`src/rtl/ioctl_pkg.sv`:
```
`default_nettype none
// ============================================================================
//  Module   : ioctl_pkg
//  Purpose  : Shared types and constants for the ioctl byte-to-word packer.
//  Revision : 1.0  initial release
// ============================================================================
package ioctl_pkg;

   localparam int WADDR_W = 24;
   localparam int DATA_W  = 16;
   localparam int BE_W    = 2;
   localparam int ENTRY_W = WADDR_W + DATA_W + BE_W;

   typedef enum logic [0:0] {
      ST_IDLE = 1'b0,
      ST_REQ  = 1'b1
   } mem_state_t;

   typedef struct packed {
      logic [WADDR_W-1:0] addr;
      logic [DATA_W-1:0]  data;
      logic [BE_W-1:0]    be;
   } entry_t;

   // Byte-enable bit for a byte lane; be[1] always selects data[15:8].
   function automatic logic [1:0] lane_be(input logic lane, input logic big_endian);
      return (lane ^ big_endian) ? 2'b10 : 2'b01;
   endfunction

endpackage
`default_nettype wire

```
`src/rtl/ioctl_packer_fifo.sv`:
```
`default_nettype none
// ============================================================================
//  Module   : ioctl_packer_fifo
//  Purpose  : Synchronous FIFO (power-of-two depth) with occupancy count.
//  Revision : 1.0  initial release
// ============================================================================
module ioctl_packer_fifo #(
   parameter int DEPTH = 4,
   parameter int WIDTH = 8
) (
   input  logic                     clk,
   input  logic                     rst,
   input  logic                     push,
   input  logic [WIDTH-1:0]         push_data,
   input  logic                     pop,
   output logic [WIDTH-1:0]         head,
   output logic [$clog2(DEPTH):0]   count,
   output logic                     empty,
   output logic                     full
);

   localparam int              PW       = $clog2(DEPTH);
   localparam logic [PW-1:0]   PTR_ONE  = PW'(1);
   localparam logic [PW:0]     CNT_ONE  = (PW+1)'(1);
   localparam logic [PW:0]     FULL_CNT = (PW+1)'(DEPTH);

   logic [WIDTH-1:0] mem_q [DEPTH];
   logic [PW-1:0]    wr_ptr_q, wr_ptr_d;
   logic [PW-1:0]    rd_ptr_q, rd_ptr_d;
   logic [PW:0]      count_q, count_d;
   logic             do_push, do_pop;

   always_comb begin
      do_push  = push && (count_q != FULL_CNT);
      do_pop   = pop && (count_q != '0);
      wr_ptr_d = do_push ? wr_ptr_q + PTR_ONE : wr_ptr_q;
      rd_ptr_d = do_pop  ? rd_ptr_q + PTR_ONE : rd_ptr_q;
      count_d  = count_q;
      if (do_push && !do_pop) begin
         count_d = count_q + CNT_ONE;
      end else if (!do_push && do_pop) begin
         count_d = count_q - CNT_ONE;
      end
   end

   always_ff @(posedge clk or posedge rst) begin
      if (rst) begin
         wr_ptr_q <= '0;
         rd_ptr_q <= '0;
         count_q  <= '0;
      end else begin
         wr_ptr_q <= wr_ptr_d;
         rd_ptr_q <= rd_ptr_d;
         count_q  <= count_d;
      end
   end

   always_ff @(posedge clk) begin
      if (do_push) begin
         mem_q[wr_ptr_q] <= push_data;
      end
   end

   assign head  = mem_q[rd_ptr_q];
   assign count = count_q;
   assign empty = (count_q == '0);
   assign full  = (count_q == FULL_CNT);

endmodule
`default_nettype wire

```
`src/rtl/ioctl_packer.sv`:
```
`default_nettype none
// ============================================================================
//  Module   : ioctl_packer
//  Purpose  : Packs ioctl download bytes into 16-bit memory write requests.
//             Optional checksum output enabled by IOCTL_PACKER_CHECKSUM_EN.
//  Revision : 1.0  initial release
// ============================================================================
module ioctl_packer
   import ioctl_pkg::*;
#(
   parameter int FIFO_DEPTH = 4,
   parameter int BIG_ENDIAN = 0
) (
   input  logic         clk_sys,
   input  logic         reset,
   input  logic         ioctl_download,
   input  logic         ioctl_wr,
   input  logic [24:0]  ioctl_addr,
   input  logic [7:0]   ioctl_dout,
   output logic         clkref_n,
   output logic         mem_req,
   output logic [23:0]  mem_addr,
   output logic [15:0]  mem_din,
   output logic [1:0]   mem_be,
   input  logic         mem_ack,
   output logic         done,
   output logic         overflow
`ifdef IOCTL_PACKER_CHECKSUM_EN
   ,
   output logic [15:0]  checksum
`endif
);

   localparam int             CW        = $clog2(FIFO_DEPTH) + 1;
   localparam logic [CW-1:0]  LOW_WATER = CW'(FIFO_DEPTH - 3);
   localparam logic           BE_MIRROR = (BIG_ENDIAN != 0);

   mem_state_t     state_q, state_d;
   entry_t         pend_q, pend_d;
   entry_t         req_q, req_d;
   entry_t         push_entry;
   entry_t         fifo_head;
   logic           pend_valid_q, pend_valid_d;
   logic           dl_q;
   logic           flush_q, flush_d;
   logic           done_q, done_d;
   logic           overflow_q, overflow_d;
   logic           clkref_n_q, clkref_n_d;

   logic           dl_rise, dl_fall, wr_ok, pend_live;
   logic           push, push_ok, pop;
   logic [23:0]    byte_addr;
   logic           byte_lane;
   logic [1:0]     byte_be;
   logic [15:0]    byte_data;
   logic [CW-1:0]  fifo_count;
   logic           fifo_empty, fifo_full;

   ioctl_packer_fifo #(
      .DEPTH (FIFO_DEPTH),
      .WIDTH (ENTRY_W)
   ) u_fifo (
      .clk       (clk_sys),
      .rst       (reset),
      .push      (push_ok),
      .push_data (push_entry),
      .pop       (pop),
      .head      (fifo_head),
      .count     (fifo_count),
      .empty     (fifo_empty),
      .full      (fifo_full)
   );

   always_comb begin
      dl_rise   = ioctl_download & ~dl_q;
      dl_fall   = ~ioctl_download & dl_q;
      wr_ok     = ioctl_download & ioctl_wr;
      byte_addr = ioctl_addr[24:1];
      byte_lane = ioctl_addr[0];
      byte_be   = lane_be(byte_lane, BE_MIRROR);
      byte_data = byte_be[1] ? {ioctl_dout, 8'h00} : {8'h00, ioctl_dout};
      // A download start discards any half-word left over from before.
      pend_live = pend_valid_q & ~dl_rise;

      push         = 1'b0;
      push_entry   = pend_q;
      pend_d       = pend_q;
      pend_valid_d = pend_live;
      overflow_d   = overflow_q & ~dl_rise;
      flush_d      = flush_q;
      done_d       = 1'b0;

      if (wr_ok) begin
         if (pend_live && (pend_q.addr == byte_addr) && byte_lane) begin
            push         = 1'b1;
            push_entry   = '{addr: pend_q.addr,
                             data: pend_q.data | byte_data,
                             be:   pend_q.be | byte_be};
            pend_valid_d = 1'b0;
         end else begin
            push         = pend_live;
            pend_valid_d = 1'b1;
            pend_d       = '{addr: byte_addr, data: byte_data, be: byte_be};
         end
         if (push && fifo_full) begin
            overflow_d = 1'b1;
         end
      end else if (flush_q && pend_live && !fifo_full) begin
         push         = 1'b1;
         pend_valid_d = 1'b0;
      end

      if (dl_rise) begin
         flush_d = 1'b0;
      end else if (dl_fall) begin
         flush_d = 1'b1;
      end else if (flush_q && !pend_valid_q && fifo_empty && (state_q == ST_IDLE)) begin
         flush_d = 1'b0;
         done_d  = 1'b1;
      end

      push_ok    = push & ~fifo_full;
      clkref_n_d = ~((fifo_count <= LOW_WATER) && !flush_q);
   end

   always_comb begin
      state_d = state_q;
      req_d   = req_q;
      pop     = 1'b0;
      case (state_q)
         ST_IDLE: begin
            if (!fifo_empty) begin
               state_d = ST_REQ;
               req_d   = fifo_head;
            end
         end
         ST_REQ: begin
            if (mem_ack) begin
               pop     = 1'b1;
               state_d = ST_IDLE;
            end
         end
         default: state_d = ST_IDLE;
      endcase
   end

   always_ff @(posedge clk_sys or posedge reset) begin
      if (reset) begin
         state_q      <= ST_IDLE;
         req_q        <= '0;
         pend_q       <= '0;
         pend_valid_q <= 1'b0;
         dl_q         <= 1'b0;
         flush_q      <= 1'b0;
         done_q       <= 1'b0;
         overflow_q   <= 1'b0;
         clkref_n_q   <= 1'b1;
      end else begin
         state_q      <= state_d;
         req_q        <= req_d;
         pend_q       <= pend_d;
         pend_valid_q <= pend_valid_d;
         dl_q         <= ioctl_download;
         flush_q      <= flush_d;
         done_q       <= done_d;
         overflow_q   <= overflow_d;
         clkref_n_q   <= clkref_n_d;
      end
   end

   assign mem_req  = (state_q == ST_REQ);
   assign mem_addr = req_q.addr;
   assign mem_din  = req_q.data;
   assign mem_be   = req_q.be;
   assign done     = done_q;
   assign overflow = overflow_q;
   assign clkref_n = clkref_n_q;

`ifdef IOCTL_PACKER_CHECKSUM_EN
   logic [15:0] checksum_q, checksum_d;

   always_comb begin
      checksum_d = dl_rise ? 16'h0000 : checksum_q;
      if (wr_ok) begin
         checksum_d = checksum_d + {8'h00, ioctl_dout};
      end
   end

   always_ff @(posedge clk_sys or posedge reset) begin
      if (reset) begin
         checksum_q <= '0;
      end else begin
         checksum_q <= checksum_d;
      end
   end

   assign checksum = checksum_q;
`endif

endmodule
`default_nettype wire

```
`config.mk`:
```
export PLATFORM = sky130hd
export DESIGN_NAME = ioctl_packer
export DESIGN_NICKNAME = d
export VERILOG_FILES = /design/src/rtl/ioctl_pkg.sv /design/src/rtl/ioctl_packer_fifo.sv /design/src/rtl/ioctl_packer.sv
export SDC_FILE = /design/constraint.sdc
export NUM_CORES = 1
export LEC_CHECK = 0
export BUFFER_PORTS_ARGS = -buffer_cell sky130_fd_sc_hd__buf_2
export CAP_MARGIN = 0
export CORE_UTILIZATION = 30
export CTS_CLUSTER_DIAMETER = 100
export CTS_CLUSTER_SIZE = 20
export DETAILED_ROUTE_END_ITERATION = 7
export PLACE_DENSITY_LB_ADDON = 0.1
export REMOVE_ABC_BUFFERS = 1
export SLEW_MARGIN = 40
export SYNTH_ARGS = -nofsm -noshare
export SYNTH_HDL_FRONTEND = slang
export SYNTH_HIERARCHICAL = 1
export SYNTH_SLANG_ARGS = --single-unit
```
`constraint.sdc`:
```
create_clock -name clk_sys -period 4.1 [get_ports clk_sys]
set_input_delay 0.82 -clock clk_sys [delete_from_list [all_inputs] [get_ports clk_sys]]
set_output_delay 0.82 -clock clk_sys [all_outputs]
set_load 0.02 [all_outputs]
```
==> summary.md <==
| Metric | Value |
|---|---|
| Startpoint Class | input pin |
| Synth cell types | 43 |
| Outcome | finished clean |
| Gate count after technology mapping | 548 |
| Critical Path RT | 4.52 ns |
| Fin worst setup slack | 1.36 ns |
| Post-layout net count | ~700 |
| TritonCTS Buffers | 17 |
| Clk slew on worst S/H paths | 0.09 ns |
| Final setup vio count | 0 |
| Max clock buf depth | 3 |
| Crit path arrival time | 3.17 ns |
| Fin. Hold Viols | 0 |
| PwrDens | 623 nW/um2 |
| Die ar. | 35600 um2 |
| Post-CTS sizing | 0 |
| Max-cap violations | 0 |
| Setup Crit Path Kind | in -> reg |
| Die W | 189 um |
| First-pass DRT Iterations | 4 |
| Setup Skew | 0.0205 ns |
| H-tree levels | 1 |
| Via count | around 5000 |
| Dominant synthesized flop cell | edfxtp_1 |
| Average size of a mapped cell | 19.1 um2 |
| Leakage | 4.40 nW |
| RSZ-0062 raised after global routing | no |
| Cell chain of the critical path | buf_2 > ha_1 > nand2b_1 > a211oi_1 > nor2b_1 > ha_1 > inv_1 > fa_1 > xor2_1 > nor2_1 > xor2_1 |
| HP Class | in -> async |
| TritonCTS clock tree | built |
| Async S/R FF share, synth | 36.8% |
| Seq cells post-synth | 266 |
| Fin crit period | 2.74 ns |
| DP Worst Slack | 0.842 ns |
| Crit-path max FO | 7 |
| GRT Residual Overflow | 0 |
| Peak VDD IR | between 0.2 and 0.25 mV |
| Register area share after synthesis | 71.7% |
| Share of cells above drive strength 1 | 33.6% |
| Die Span Y | approximately 190 um |
| Postcts setup bufs | 0 |
| TNS Setup | 0 ns |
| Input/output buffers | 83 |
| Routed WL per cell | 19.4 um |
| Number of diodes | 0 |
| First-pass GRT wire length | 33100 um |
| DRC viols | 0 |
| Area grow syn2layout | 13.8% |
| Hold_buf cts | 0 |
| Post-DP HPWL | 13500 um |
| Largest net degree at the start of global routing | 53 |
| Initial core utilization | 30.9% |
| GPL Wtd Cong | 0.676 |
| CP peak stage delay | about 0.45 ns |
| FMAX | around 360 MHz |
| Rel. slew slack | 50.3% |
| Clock latency on the worst-skew pair | a little under 0.5 ns |
| Total GRT Usage | 12.2% |
| Tcrit/Tclk final | roughly two thirds |
| IO Pins | 84 |
| Root Driver | clkbuf_16 |
| Worst slew pin tran | 0.746 ns |
| CP Capture Type | flip-flop |
| Number of DRC markers in iteration 0 | 292 |
| Vias per inst | ~4.6 |
| Synth Cell Area | 10500 um2 |
| Yosys warning total | 6 |
| Rows | 67 |
| Number of synthesized flops with an enable pin | 168 |
| Initial antenna violation count | 0 |
| Core area | 33900 um2 |
| DRT antenna net count | 0 |
| Slowest CP cell | nor2b_1 |
| Routed wire length | 21200 um |
| Pins Over Slew Limit | 0 |
| Vias in the first global route | 5380 |
| Total clock sinks | between 200 and 300 |
layer usage:
metal	GRT usage [%]	up-vias	part of all wire (%)
li1	-	2277	-
met1	15.5	2644	43
met2	21.6	72	51
met3	2.29	26	4.1
met4	2.64	0	1.7
met5	0	-	0
Yosys cell counts (7+ instances only):
master / instances / area (um2)
mux2_2: 48 / 541
mux4_2: 38 / 856
nand2_1: 21 / 78.8
xor2_1: 26 / 228
a22o_1: 8 / 70.1
nor2_1: 7 / 26.3
clkbuf_1: 17 / 63.8
dfrtp_1: 97 / 2430
inv_1: 11 / 41.3
ha_1: 7 / 87.6
a41o_1: 8 / 80.1
edfxtp_1: 168 / 5040
mux2_1: 19 / 214
critical path, delay by kind of cell:
family | cells | cell delay, ns
buf+inv | 2 | 0.19
fa+ha+maj | 3 | 0.87
xor+xnor | 2 | 0.33
simple gates | 3 | 0.76
compound gates | 1 | 0.21
area by class of cell:
| class | instances | area (um2) |
|---|---|---|
| fillers | 3268 | 22000 |
| repair buffers | 99 | 593 |
| clock inverters | 1 | 16.3 |
| clock buffers | 28 | 467 |
| inverters | 11 | 46.3 |
| multi-input cells | 240 | 2710 |
| well taps | 448 | 561 |
| flip-flops and latches | 266 | 7500 |
logic make-up (layout without fill, tap and decap cells):
logic type / after synthesis / count (layout) / synth area share, %
AOI/OAI and AO/OA: 41 / 41 / 3.20
muxes: 110 / 110 / 16.6
DFF: 266 / 266 / 71.7
and+or+nand+nor: 51 / 51 / 2.49
adders and majority gates: 8 / 8 / 1.03
buffers and inverters: 42 / 139 / 2.49
xor gates and xnor gates: 30 / 30 / 2.51
placed cells by master, fill, tap and decap left out, types with 7 or more instances in the layout:
master	instances
a22o_1	8
a41o_1	8
buf_2	83
mux2_1	19
dfrtp_1	95
xor2_1	26
edfxtp_1	168
ha_1	7
buf_4	11
clkbuf_1	11
mux2_2	48
clkbuf_16	17
nand2_1	21
mux4_2	38
inv_1	10
state kept, by name, indices dropped and copies added (netlist names):
signal / count
mem_req: 1
pend_valid_q: 1
mem_addr: 24
u_fifo/count: 3
u_fifo/rd_ptr_q: 2
flush_q: 1
u_fifo/wr_ptr_q: 2
mem_be: 2
done: 1
mem_din: 16
overflow: 1
dl_q: 1
clkref_n: 1
u_fifo/mem_q: 168
pend_q: 42
power by group:
group / switching [mW] / internal [mW] / leakage (nW)
registers: 0.352 / 3.37 / 2.70
clock network: 0.866 / 0.793 / 0.230
logic: 1.02 / 1.01 / 1.47
total: 2.24 / 5.17 / 4.40
per-stage QoR:
step | area (um2) | hold slack (ns) | total power, mW | cells | util [%]
2_1_floorplan | 10200 | 0.440 | 5.14 | 517 | -
3_3_place_gp | 11400 | 0.482 | 5.85 | 1063 | 33.6
3_5_place_dp | 11400 | 0.487 | 5.89 | 1064 | 33.7
4_1_cts | 11900 | 0.261 | 7.58 | 1093 | 35.1
5_1_grt | 11900 | 0.273 | 7.86 | 1093 | 35.1
6_report | 11900 | 0.283 | 7.41 | 1093 | 35.1
worst paths after layout:
kind | slack [ns] | endpoint | cells after the start | start
min | 0.28 | u_fifo/count[0] | 2 | reset
min in group clk_sys | 0.48 | dl_q | 1 | ioctl_download
min reg2reg | 0.50 | pend_q[15] | 1 | pend_q[15]
max | 1.36 | u_fifo/count[2] | 11 | ioctl_download
max in group asynchronous | 2.95 | clkref_n | 3 | reset
max reg2reg | 1.40 | u_fifo/mem_q[0][17] | 5 | pend_q[30]
No activity file was read; power rests on OpenSTA's default activity.
